--- src/rtl/contrast_adjust_pkg.sv ---
// contrast_pkg: shared constants, the clamp result type and the per-channel
// contrast arithmetic used by contrast_adjust.
package contrast_pkg;

  localparam int DATA_W = 8;
  localparam int LVL_W  = 4;
  localparam int D_W    = 9;
  localparam int P_W    = 13;
  localparam int MID    = 128;
  localparam int SHIFT  = 3;

  localparam logic [LVL_W-1:0] LEVEL_DEFAULT = 4'd8;
  localparam logic [LVL_W-1:0] LEVEL_MAX     = 4'd15;

  typedef struct packed {
    logic [DATA_W-1:0] pix;
    logic              clip;
  } clamp_t;

  // Centre the pixel on mid-grey and scale by the level (level 8 == gain 1.0).
  function automatic logic signed [P_W-1:0] contrast_mult(
    input logic [DATA_W-1:0] pix,
    input logic [LVL_W-1:0]  lvl
  );
    logic signed [D_W-1:0] d;
    logic signed [P_W-1:0] dx;
    logic signed [P_W-1:0] lx;
    d  = {1'b0, pix} - 9'd128;
    dx = {{(P_W-D_W){d[D_W-1]}}, d};
    lx = {{(P_W-LVL_W){1'b0}}, lvl};
    return dx * lx;
  endfunction

  // Divide by 8 (floor), restore the mid-grey offset and clamp to 8 bits.
  function automatic clamp_t contrast_clamp(input logic signed [P_W-1:0] p);
    logic signed [P_W-1:0] s;
    logic signed [P_W-1:0] y;
    clamp_t r;
    s = p >>> SHIFT;
    y = s + P_W'(MID);
    if (y[P_W-1]) begin
      r.pix  = '0;
      r.clip = 1'b1;
    end else if (y > P_W'(255)) begin
      r.pix  = '1;
      r.clip = 1'b1;
    end else begin
      r.pix  = y[DATA_W-1:0];
      r.clip = 1'b0;
    end
    return r;
  endfunction

endpackage

--- src/rtl/contrast_adjust_key_edge.sv ---
// key_edge: two-flop synchroniser for one active-low push key, producing a
// single-cycle pulse on the synchronised high-to-low transition.
module key_edge (
  input  logic clk,
  input  logic reset,
  input  logic key_n,
  output logic press
);

  logic sync_p0;
  logic sync_p1;
  logic sync_p2;

  // Synchroniser chain plus one delayed copy for edge detection; released (high) in reset.
  always_ff @(posedge clk) begin
    if (reset) begin
      sync_p0 <= 1'b1;
      sync_p1 <= 1'b1;
      sync_p2 <= 1'b1;
    end else begin
      sync_p0 <= key_n;
      sync_p1 <= sync_p0;
      sync_p2 <= sync_p1;
    end
  end

  assign press = sync_p2 & ~sync_p1;

endmodule

--- src/rtl/contrast_adjust.sv ---
// contrast_adjust: per-channel contrast scaling around mid-grey with a
// 2-cycle pipeline. Keys adjust a pending level that becomes active only at
// the start of a frame. Optional feature macro CONTRAST_CLIP_CNT_EN adds a
// per-frame clipped-pixel counter on the clip_count port.
module contrast_adjust
  import contrast_pkg::*;
(
  input  logic              clk,
  input  logic              reset,
  input  logic [DATA_W-1:0] ri,
  input  logic [DATA_W-1:0] gi,
  input  logic [DATA_W-1:0] bi,
  input  logic              in_valid,
  input  logic              vsync,
  input  logic [1:0]        ctrl,
  output logic [DATA_W-1:0] ro,
  output logic [DATA_W-1:0] go,
  output logic [DATA_W-1:0] bo,
  output logic              out_valid,
  output logic [LVL_W-1:0]  level
`ifdef CONTRAST_CLIP_CNT_EN
  ,
  output logic [15:0]       clip_count
`endif
);

  logic             up_evt;
  logic             dn_evt;
  logic             vsync_q;
  logic             vsync_rise;
  logic [LVL_W-1:0] pend_level;

  key_edge u_key_up (.clk(clk), .reset(reset), .key_n(ctrl[1]), .press(up_evt));
  key_edge u_key_dn (.clk(clk), .reset(reset), .key_n(ctrl[0]), .press(dn_evt));

  assign vsync_rise = vsync & ~vsync_q;

  // Pending level tracks key events with saturation; active level only loads at frame start.
  always_ff @(posedge clk) begin
    if (reset) begin
      pend_level <= LEVEL_DEFAULT;
      level      <= LEVEL_DEFAULT;
      vsync_q    <= 1'b0;
    end else begin
      vsync_q <= vsync;
      if (up_evt && !dn_evt && pend_level != LEVEL_MAX)
        pend_level <= pend_level + 4'd1;
      else if (dn_evt && !up_evt && pend_level != '0)
        pend_level <= pend_level - 4'd1;
      if (vsync_rise)
        level <= pend_level;
    end
  end

  // ---- stage 1: scaled products ----
  logic signed [P_W-1:0] prod_r_p1;
  logic signed [P_W-1:0] prod_g_p1;
  logic signed [P_W-1:0] prod_b_p1;
  logic                  vld_p1;

  // Stage 1 qualifier; cleared in reset so in-flight pixels are discarded.
  always_ff @(posedge clk) begin
    if (reset) vld_p1 <= 1'b0;
    else       vld_p1 <= in_valid;
  end

  // Stage 1 data advances every cycle using the currently active level.
  always_ff @(posedge clk) begin
    prod_r_p1 <= contrast_mult(ri, level);
    prod_g_p1 <= contrast_mult(gi, level);
    prod_b_p1 <= contrast_mult(bi, level);
  end

  // ---- stage 2: shift, offset, clamp ----
  clamp_t clamp_r;
  clamp_t clamp_g;
  clamp_t clamp_b;

  assign clamp_r = contrast_clamp(prod_r_p1);
  assign clamp_g = contrast_clamp(prod_g_p1);
  assign clamp_b = contrast_clamp(prod_b_p1);

  // Registered outputs; cleared in reset so the output pins read zero.
  always_ff @(posedge clk) begin
    if (reset) begin
      ro        <= '0;
      go        <= '0;
      bo        <= '0;
      out_valid <= 1'b0;
    end else begin
      ro        <= clamp_r.pix;
      go        <= clamp_g.pix;
      bo        <= clamp_b.pix;
      out_valid <= vld_p1;
    end
  end

`ifdef CONTRAST_CLIP_CNT_EN
  logic [15:0] clip_acc;
  logic        clip_hit;

  assign clip_hit = vld_p1 & (clamp_r.clip | clamp_g.clip | clamp_b.clip);

  // Per-frame clip counter; a clip coinciding with frame start belongs to the new frame.
  always_ff @(posedge clk) begin
    if (reset) begin
      clip_acc   <= '0;
      clip_count <= '0;
    end else if (vsync_rise) begin
      clip_count <= clip_acc;
      clip_acc   <= {15'd0, clip_hit};
    end else if (clip_hit && clip_acc != 16'hFFFF) begin
      clip_acc <= clip_acc + 16'd1;
    end
  end
`else
  logic clip_unused;
  assign clip_unused = clamp_r.clip ^ clamp_g.clip ^ clamp_b.clip;
`endif

endmodule

--- config.mk ---
export PLATFORM = sky130hd
export DESIGN_NAME = contrast_adjust
export DESIGN_NICKNAME = d
export VERILOG_FILES = /design/src/rtl/contrast_adjust_pkg.sv /design/src/rtl/contrast_adjust_key_edge.sv /design/src/rtl/contrast_adjust.sv
export SDC_FILE = /design/constraint.sdc
export NUM_CORES = 1
export LEC_CHECK = 0
export BUFFER_PORTS_ARGS = -buffer_cell sky130_fd_sc_hd__clkbuf_2
export CAP_MARGIN = 20
export CORE_UTILIZATION = 35
export CTS_CLUSTER_SIZE = 8
export DETAILED_ROUTE_END_ITERATION = 6
export SYNTH_ARGS = -nofsm -noshare
export SYNTH_HDL_FRONTEND = slang
export SYNTH_SLANG_ARGS = --single-unit
export TNS_END_PERCENT = 30
--- constraint.sdc ---
create_clock -name clk -period 5.1 [get_ports clk]
set_input_delay 1.02 -clock clk [delete_from_list [all_inputs] [get_ports clk]]
set_output_delay 1.02 -clock clk [all_outputs]
set_load 0.05 [all_outputs]
* Yosys cells after proc, flatten, opt, wreduce, memory -nomap -nowiden
Index checks and enable logic that the tools add are counted.
** Word-level totals
- Output and inout port bits :: 29
- Register bits :: 80
** Operators by class
- Order comparisons :: 3
- Equality and inequality tests :: 1
- Add/subtract/negate cells :: 8
- Bitwise operators :: 6
- Multiply operators :: 3
- Multiplexer cells :: 5
- Reductions and logical operators :: 11
** Operators with widths (number)
- multiplier 9 x 5 -> 13 bit :: 3
- adder 10 x 9 -> 11 bit (second input constant) :: 3
- > comparator 11 x 9 -> 1 bit (second input constant) :: 3
- two-way mux 9 bit :: 3
- subtractor 8 x 8 -> 9 bit (second input constant) :: 3
- two-way mux 4 bit :: 2
- OR reduction 2 bit :: 3
- adder 4 x 1 -> 4 bit (second input constant) :: 1
- logical AND 1 bit :: 4
- != test 4 bit (second input constant) :: 1
- nonzero test 4 bit :: 1
- subtractor 4 x 1 -> 4 bit (second input constant) :: 1
- AND 1 bit :: 3
- inverter 1 bit :: 3
- logical NOT 1 bit :: 2
- nonzero test 2 bit :: 1

* Longest topological paths before layout
Gate-level depths: netlist (run 1).
- Depth after elaboration :: 7
- Mapped depth :: 13
- Gate-level depth less buffers :: 12

* Modules after synthesis
Synthesis (run 1) repeated with hierarchy kept, for this count alone.
** Second synthesis, totals
- Cell total of the unflattened synthesis :: 633
- Area total of the unflattened synthesis :: 5863.1 um2
** Modules (own cells, without submodules)
- contrast_adjust :: times used 1, area each 5693.0 um2, cells each 619, sequential area each 1301.2 um2
- key_edge :: times used 2, area each 85.1 um2, cells each 7, sequential area each 60.1 um2

* Worst setup path after synthesis (run 1)
No wires, ideal clock.
- Path kind :: input -> register
- Start :: input port gi[1]
- End :: register prod_g_p1[10]
- Setup time :: 0.122 ns
- Required time :: 4.978 ns
- Data arrival time :: 3.822 ns
- Stages :: 12
- Path slack :: 1.156 ns
- Path through :: and2_1 ha_1 inv_1 fa_1 fa_1 inv_1 ha_1 a211oi_1 nor2b_1 o21a_1 o41a_1 xor2_1
** Between the ends
- Cells in the longest elaborated chain, start to end :: 2
** RTL lines
- start, declared :: RTL line contrast_adjust.sv:11 : input logic [DATA_W-1:0] gi,
- subtractor 8 x 8 -> 9 bit :: RTL line contrast_adjust_pkg.sv:28 : d = {1'b0, pix} - 9'd128;
- multiplier 9 x 5 -> 13 bit :: RTL line contrast_adjust_pkg.sv:31 : return dx * lx;
- end signal, assigned :: RTL line contrast_adjust.sv:70 : prod_g_p1 <= contrast_mult(gi, level);
- end, declared :: RTL line contrast_adjust.sv:57 : logic signed [P_W-1:0] prod_g_p1;
Every way passes these cells.
A chain may end at the register's enable or synchronous reset.

* Final worst setup path (run 1)
Same ends and word-level chain as after synthesis.

==> results.md, run 1 <==
* Synth Area in Compound Gates at 0.116
* Hpwl dp at ~8700 um
* CTS sink count at between 70 and 80
* DIE AREA at 0.0173 mm2
* Skew final at 0.00680 ns
* Period utilization at 0.755
* Tmin final at ~3.8 ns
* Global route overflow at 0
* CTS root buf: clkbuf_16
* Post-cts hold buffer count at 0
* Total routed wirelength at 10,600 um
* PD cells at ~280 mW/mm2
* Wire length of the first global-routing pass at approximately 19,000 um
* Switching power at around 0.00065 W
* FP Rows at 47
* Main flop type after synthesis: dfxtp_1
* Fin nets at 854
* Seq/Total Area, Yosys at 0.242
* Cells after Synth at around 640
* Yosys cell types at 41
* Average wire per standard cell at around 11 um
* CTS tree: done
* Placed Cells at slightly above 900
* Net Sw Frac at 0.347
* CTS Buf Count at 9
* Crit path buffers/inverters at 3
* Crit path max-delay family: adder cells
* CP cell instances: clkbuf_2 > and2_1 > ha_1 > inv_1 > fa_1 > fa_1 > inv_1 > ha_1 > a211oi_1 > nor2b_1 > o21a_1 > o41a_1 > xor2_1
* Arrival time worst endpoint at between 4 and 5 ns
* Final worst setup slack at between 1 and 1.5 ns
* Worst Tran Pin Value at 0.738 ns
* Post-synthesis sequential element count at 71
* Xor-xnor portion of the synthesized cell area at 0.0596
* Antenna violations before repair at 1
* Port bufs at 58
* Clock buffer depth at 2
* Antenna viol nets, final at 0
* RSZ-0062 raised after global routing: no
* Worst reg2reg startpoint: level[2]
* Diodes inserted at 0
* Critical path origin: gi[1]
* # fillers at approximately 1,700
* Post-Synth Adder-Cell Area at 0.335
* Max incr delay on CP at 0.54 ns
* Sequential power share at 0.376
* Vias per std cell at approximately 4.5
* Final setup fails at 0
* Vias in the first global route at roughly 4,100
* Hold_sp: u_key_up.sync_p0
* Tot GR Track Use at 0.135
* Clock share of power at 0.307
* Net Count, Synth at about 790
* Worst skew pair latency at roughly 0.34 ns
* Critical Path RT at about 5.3 ns
* Synth Cell Area at 0.00588 mm2
* Crit-path max FO at 5
* Area Growth Syn to Fin at 14.1%
* HP Class: flop to flop
* Die width at 132 um
* Number of stages on the worst setup path at 13
* Worst R2R Path Depth at 13
* Initial Util at 0.357
* Synth Area per Inst at just over 9 um2
* Post-synth EDFFs at 0
* Synth Area in Simple Gates at 0.155
* Critical path class: input port to flop
* Max VDD drop at ~0.14 mV
* Htree depth at 3
* Core region area at about 0.016 mm2
* Slew headroom at 0.507
* Vias post-DR at around 4,200
* Async set-reset flop share out of synthesis at 0
* Hold depth at 1
* Combinational Power Share at 0.317
* Largest family of logic cells by synthesized area: adder cells
* Synth warn at 0
* CTS clk-pin slew, worst paths at ~0.060 ns
* Leakage at around 3.4 nW
* FMAX at 260 MHz
* Final hold vios at 0
* I/O pin total at slightly below 60
* First-pass DRT Iterations at 4
* Setup crit start kind: input port
* GPL Wtd Cong at 0.772
* # DRC at 0
* Status: completed
* Height of the die at around 130 um
* Post-CTS setup buffer count at 0
* CTS resizes at 0
* Layout cell share with drive strength beyond 1 at 0.122
* Max_cap viols at 0
* Slew Viols, Final at 0
* CP Capture Type: flop
* Mux cell area share after synthesis at 0.00851
* Slowest CP cell: fa_1
* Pin count of the biggest net entering global routing at 23
* Internal power at 0.00122 W
* Layout Cells excl Fill at roughly 920
* Final TNS setup at 0 ns
* Worst slack, placed at about 0.9 ns
* DRT iter0 DRCs at 171
==> final cells by class <==
cell class | count | area (um2) | area share
sequential | 71 | 1420 | 0.212
inverter | 122 | 458 | 0.0682
timing repair buffer | 62 | 320 | 0.0477
tap | 220 | 275 | 0.0410
clock buffer | 13 | 260 | 0.0388
multi-input combinational | 432 | 3960 | 0.590
clock inverter | 3 | 17.5 | 0.00261
==> synthesized netlist by cell type, types with 2 or more instances <==
| cell type | number | area [um2] |
|---|---|---|
| nand2b_1 | 17 | 106 |
| nand3_1 | 4 | 20.0 |
| mux2i_1 | 5 | 50.1 |
| dfxtp_1 | 71 | 1420 |
| a21o_1 | 5 | 37.5 |
| a31oi_1 | 3 | 18.8 |
| nor2_1 | 22 | 82.6 |
| ha_1 | 74 | 926 |
| o21ai_2 | 2 | 17.5 |
| a21oi_1 | 21 | 105 |
| fa_1 | 52 | 1040 |
| clkbuf_1 | 10 | 37.5 |
| nand4_1 | 10 | 62.6 |
| and2_1 | 62 | 388 |
| nor2b_1 | 12 | 75.1 |
| o31a_1 | 2 | 17.5 |
| a211oi_1 | 7 | 52.6 |
| o21ai_0 | 6 | 30.0 |
| or2_2 | 6 | 37.5 |
| xor2_1 | 9 | 78.8 |
| nand2_1 | 27 | 101 |
| inv_1 | 122 | 458 |
| o2111ai_1 | 2 | 17.5 |
| a21boi_0 | 7 | 52.6 |
| or3_1 | 3 | 18.8 |
| o211ai_1 | 4 | 30.0 |
| nor3_1 | 2 | 10.0 |
| o21a_1 | 21 | 158 |
| a2111o_1 | 2 | 22.5 |
| a41oi_1 | 4 | 35.0 |
| o221ai_1 | 2 | 17.5 |
| xnor2_1 | 31 | 272 |
==> registers in the layout (all words and copies together) (netlist names), 4 cells and up <==
name / flops
prod_r_p1: 10
bo: 8
prod_g_p1: 10
go: 8
level: 4
ro: 8
pend_level: 4
prod_b_p1: 10
==> cells in the final DEF, fill, tap and decap left out, types with 5 or more instances in the layout <==
cell / netlist / routed
clkbuf_16: 0 / 9
and2_1: 62 / 62
nand4_1: 10 / 10
o21ai_0: 6 / 6
inv_1: 122 / 122
a21boi_0: 7 / 7
mux2i_1: 5 / 5
or2_2: 6 / 6
clkbuf_2: 0 / 58
xor2_1: 9 / 9
nor2_1: 22 / 22
a21o_1: 5 / 5
a21oi_1: 21 / 21
nand2_1: 27 / 27
ha_1: 74 / 74
o21a_1: 21 / 21
nor2b_1: 12 / 12
fa_1: 52 / 52
nand2b_1: 17 / 17
a211oi_1: 7 / 7
xnor2_1: 31 / 31
dfxtp_1: 71 / 71
==> per-layer routing <==
metal	routed length (um)	track usage
met4	184	0.0601
met2	5080	0.228
met5	0	0
met3	387	0.0297
met1	4920	0.163
==> power groups by stage <==
stage | logic, W | clock network, W | registers (W)
floorplan | 0.000331 | 0 | 0.000849
global placement | 0.000594 | 0 | 0.000713
detailed placement | 0.000599 | 0 | 0.000715
CTS | 0.000602 | 0.000589 | 0.000704
global route | 0.000667 | 0.000618 | 0.000714
finish | 0.000592 | 0.000573 | 0.000702
==> cells by family after synthesis <==
kind of cell    Yosys count
buf+inv                 133
compound gates           95
fa+ha+maj               126
simple gates            166
xor+xnor                 40
mux                       5
flops                    71
==> worst paths after layout <==
kind,to,slack (ns)
min,u_key_up.sync_p1,0.41
max,prod_g_p1[10],1.25
max reg2reg,prod_g_p1[10],1.35
min reg2reg,u_key_up.sync_p1,0.41
==> worst reg2reg max path, stage by stage, from the launching register on <==
cell and delay (ns):
dfxtp_1 0.53, buf_4 0.27, and2_1 0.15, ha_1 0.22
inv_1 0.08, fa_1 0.41, fa_1 0.54, inv_1 0.04
ha_1 0.35, a211oi_1 0.26, nor2b_1 0.11, o21a_1 0.20
o41a_1 0.33, xor2_1 0.15
==> per-stage QoR <==
step	util	cell area [um2]	hold WS [ns]	total power, W
6_report	0.408	6710	0.408	0.00187
5_1_grt	0.408	6710	0.417	0.00200
4_1_cts	0.408	6710	0.408	0.00189
3_5_place_dp	0.391	6430	0.394	0.00131
3_3_place_gp	0.391	6430	0.394	0.00131
2_1_floorplan	-	5880	0.389	0.00118
No activity file was read; power rests on OpenSTA's default activity.
==> run 2, diff against run 1 <==
- ABC_AREA: not set -> 1
- clock period: 5.1 -> 3.5 ns (I/O delays scaled with it)
==> run 2 against run 1 <==
Compared with the run above:
- hold slack worse by 0.0015 ns
- highest routed layer unchanged
- synthesized cell count up 44%
- sequential power up 67%
- die area up 9.7%
- critical path depth up 2
- register-to-register slack worse by 1.1 ns
- clock power up 71%
- critical endpoint is now prod_b_p1[10]
- setup slack worse by 1.0 ns
==> results.md, run 2 <==
* Status: completed
* Worst Tran Pin Value at 0.509 ns (-0.229 ns)
* Post-synth EDFFs at 0 (unchanged)
* Initial Util at 0.358 (+0.00112)
* Vias per std cell at 4.32 (-4.3%)
* Main flop type after synthesis: dfxtp_1
* # fillers at 1,902 (+14%)
* Total routed wirelength at 13,000 um (+23%)
* Clock buffer depth at 2 (unchanged)
* Die width at 138 um (+4.7%)
* Antenna viol nets, final at 0 (unchanged)
* Leading cell type in the layout, fill and taps excluded: inv_1
* Final instance area at 0.00750 mm2 (+12%)
* CTS clk-pin slew, worst paths at 0.06 ns (about the same)
* Synth Area per Inst at 7.06 um2 (-24%)
* Max VDD drop at 0.407 mV (+180%)
* # DRC at 0 (unchanged)
* CTS tree: done
* CTS Buf Count at 9 (unchanged)
* Vias in the first global route at 5,033 (+24%)
* RSZ-0062 raised after global routing: no
* Period utilization at 0.939
* Average wire per standard cell at 10.5 um (-8.0%)
* Worst reg2reg startpoint: level[2]
* Top-count cell post-synth: inv_1
* Leakage at 4.68 nW (+38%)
* Commonest cells in the netlist: inv_1 (267), nand2_1 (233), ha_1 (74)
* Final setup fails at 0 (unchanged)
* Antenna violations before repair at 0 (-1)
* Async set-reset flop share out of synthesis at 0 (unchanged)
* FP Rows at 49 (+4.3%)
* Global route overflow at 0 (unchanged)
* Crit-path max FO at 15 (+10)
* Sequential cell area at 0.00142 mm2 (+0.18%)
* Placed Cells at 1,216 (+34%)
* DIE AREA at 0.0190 mm2 (+9.7%)
* Final hold vios at 0 (unchanged)
* Critical path origin: level[2]
* Tot GR Track Use at 0.152 (+0.0174)
* Final TNS setup at 0 ns (unchanged)
* Area leader, netlist: dfxtp_1
* Wire length of the first global-routing pass at 22,500 um (+20%)
* Layout Cells excl Fill at 1,231 (+33%)
* Pin count of the biggest net entering global routing at 23 (unchanged)
* Top post-synthesis cells by area: dfxtp_1 (22%), fa_1 (16%), inv_1 (16%)
* Setup crit start kind: flop
* Skew final at 0.00978 ns (+0.00298 ns)
* Fin nets at 1,154 (+35%)
* Most frequent cells in the layout: inv_1 (267), nand2_1 (233), ha_1 (74)
* Arrival time worst endpoint at 3.52 ns (-0.54 ns)
* Critical Path RT at 3.73 ns (-1.59 ns)
* Seq/Total Area, Yosys at 0.220 (-0.0216)
* Worst skew pair latency at 0.34 ns (about the same)
* Final cell utilization of the core at 0.416 (+0.00841)
* Synth warn at 0 (unchanged)
* PD cells at 514 mW/mm2 (+85%)
* Post-synthesis sequential element count at 71 (unchanged)
* Slew Viols, Final at 0 (unchanged)
* First-pass DRT Iterations at 4 (unchanged)
* Vias post-DR at 5,320 (+28%)
* Yosys cell types at 29 (-29%)
* Height of the die at 138 um (+4.7%)
* Top Registers: prod_b_p1 (10), prod_g_p1 (10), prod_r_p1 (10)
* Core region area at 0.0180 mm2 (+9.5%)
* Post-cts hold buffer count at 0 (unchanged)
* I/O pin total at 59 (unchanged)
* Synth Cell Area at 0.00646 mm2 (+9.8%)
* Htree depth at 3 (unchanged)
* Layout cell share with drive strength beyond 1 at 0.112 (-0.0106)
* Post-DP Area at 0.00718 mm2 (+12%)
* Hpwl dp at 10,700 um (+23%)
* Tmin final at 3.29 ns
* Port bufs at 58 (unchanged)
* CP Capture Type: flop
* Area Growth Syn to Fin at 16.1%
* CTS sink count at 71 (unchanged)
* Final hold slack at 0.406 ns (-0.00152 ns)
* Hold_sp: u_key_up.sync_p0
* FMAX at 304 MHz
* Post-synth top area share at 0.220 (-0.0216)
* Max_cap viols at 0 (unchanged)
* Cells after Synth at 915 (+44%)
* CTS root buf: clkbuf_16
* Diodes inserted at 0 (unchanged)
* Slew headroom at 0.661 (+0.153)
* Net Count, Synth at 1,071 (+35%)
* Area of the multi-input gates at 0.00399 mm2 (+0.89%)
* Critical path class: flop to flop
* DRT iter0 DRCs at 289 (+69%)
* HP Class: flop to flop
* GPL Wtd Cong at 0.828 (+7.2%)
## run 2: cell types whose count changed after synthesis, sizes merged, moves of 17 or more
cell and delta:
nand2 +209, inv +145, and2 -62, nor2 +44, nand3 +29, xnor2 -24, o21ai +21, o21a -20
nand2b -17
## run 2: metal layers
layer / up-vias / track usage / part of all wire
met3: 10 / 0.0302 / 0.031
met5: - / 0 / 0
met1: 2412 / 0.196 / 0.49
li1: 2845 / - / -
met4: 0 / 0.0453 / 0.012
met2: 53 / 0.255 / 0.46
## run 2: cell type report
class,instances,area share
clock buffers,11,0.0324
repair buffers,81,0.0634
multi-input cells,567,0.533
flip-flops and latches,71,0.190
clock inverters,4,0.00935
inverters,268,0.134
well taps,229,0.0382
## run 2: stage by stage
step,total power (W),setup slack (ns)
final,0.00385,0.212
after global placement,0.00289,-0.0656
after floorplan,0.00247,0.158
after CTS,0.00390,0.196
after global routing,0.00419,0.00379
after detailed placement,0.00290,-0.102
## run 2: what timing repair did
item                                    4_1_cts  5_1_grt
resized for setup                             0        2
endpoints found under the setup margin        0        3
setup buffers                                 0        0
## run 2: final timing paths
kind | end | slack (ns) | cells after the start
setup / recovery | prod_b_p1[10] | 0.21 | 15
hold / removal | u_key_up.sync_p1 | 0.41 | 1
setup reg to reg | prod_b_p1[10] | 0.21 | 15
hold reg to reg | u_key_up.sync_p1 | 0.41 | 1
## run 2: cells by family after synthesis
kind of cell / share of synthesized area
AND/OR/NAND/NOR: 0.230
buffers and inverters: 0.163
adder cells (fa/ha/maj): 0.305
flip-flops: 0.220
AO/OA/AOI/OAI: 0.0490
XOR/XNOR: 0.0339
## run 2: where the power goes
group / internal [W] / switching, W / total [W] / leakage [nW]
clock network: 0.000637 / 0.000342 / 0.000979 / 0.155
registers: 0.00106 / 0.000111 / 0.00117 / 0.594
logic: 0.000564 / 0.00114 / 0.00170 / 3.93
total: 0.00226 / 0.00159 / 0.00385 / 4.68
## run 2: critical path: stages (launching register included)
cell and delay (ns):
dfxtp_2 0.34, buf_4 0.25, nand2_1 0.07, inv_1 0.07, ha_1 0.26, fa_1 0.56
inv_1 0.06, fa_1 0.54, inv_1 0.05, ha_1 0.35, nand2_1 0.08, nand2_1 0.07
o21bai_2 0.22, nand2_1 0.07, nand2_1 0.05, xor2_1 0.14
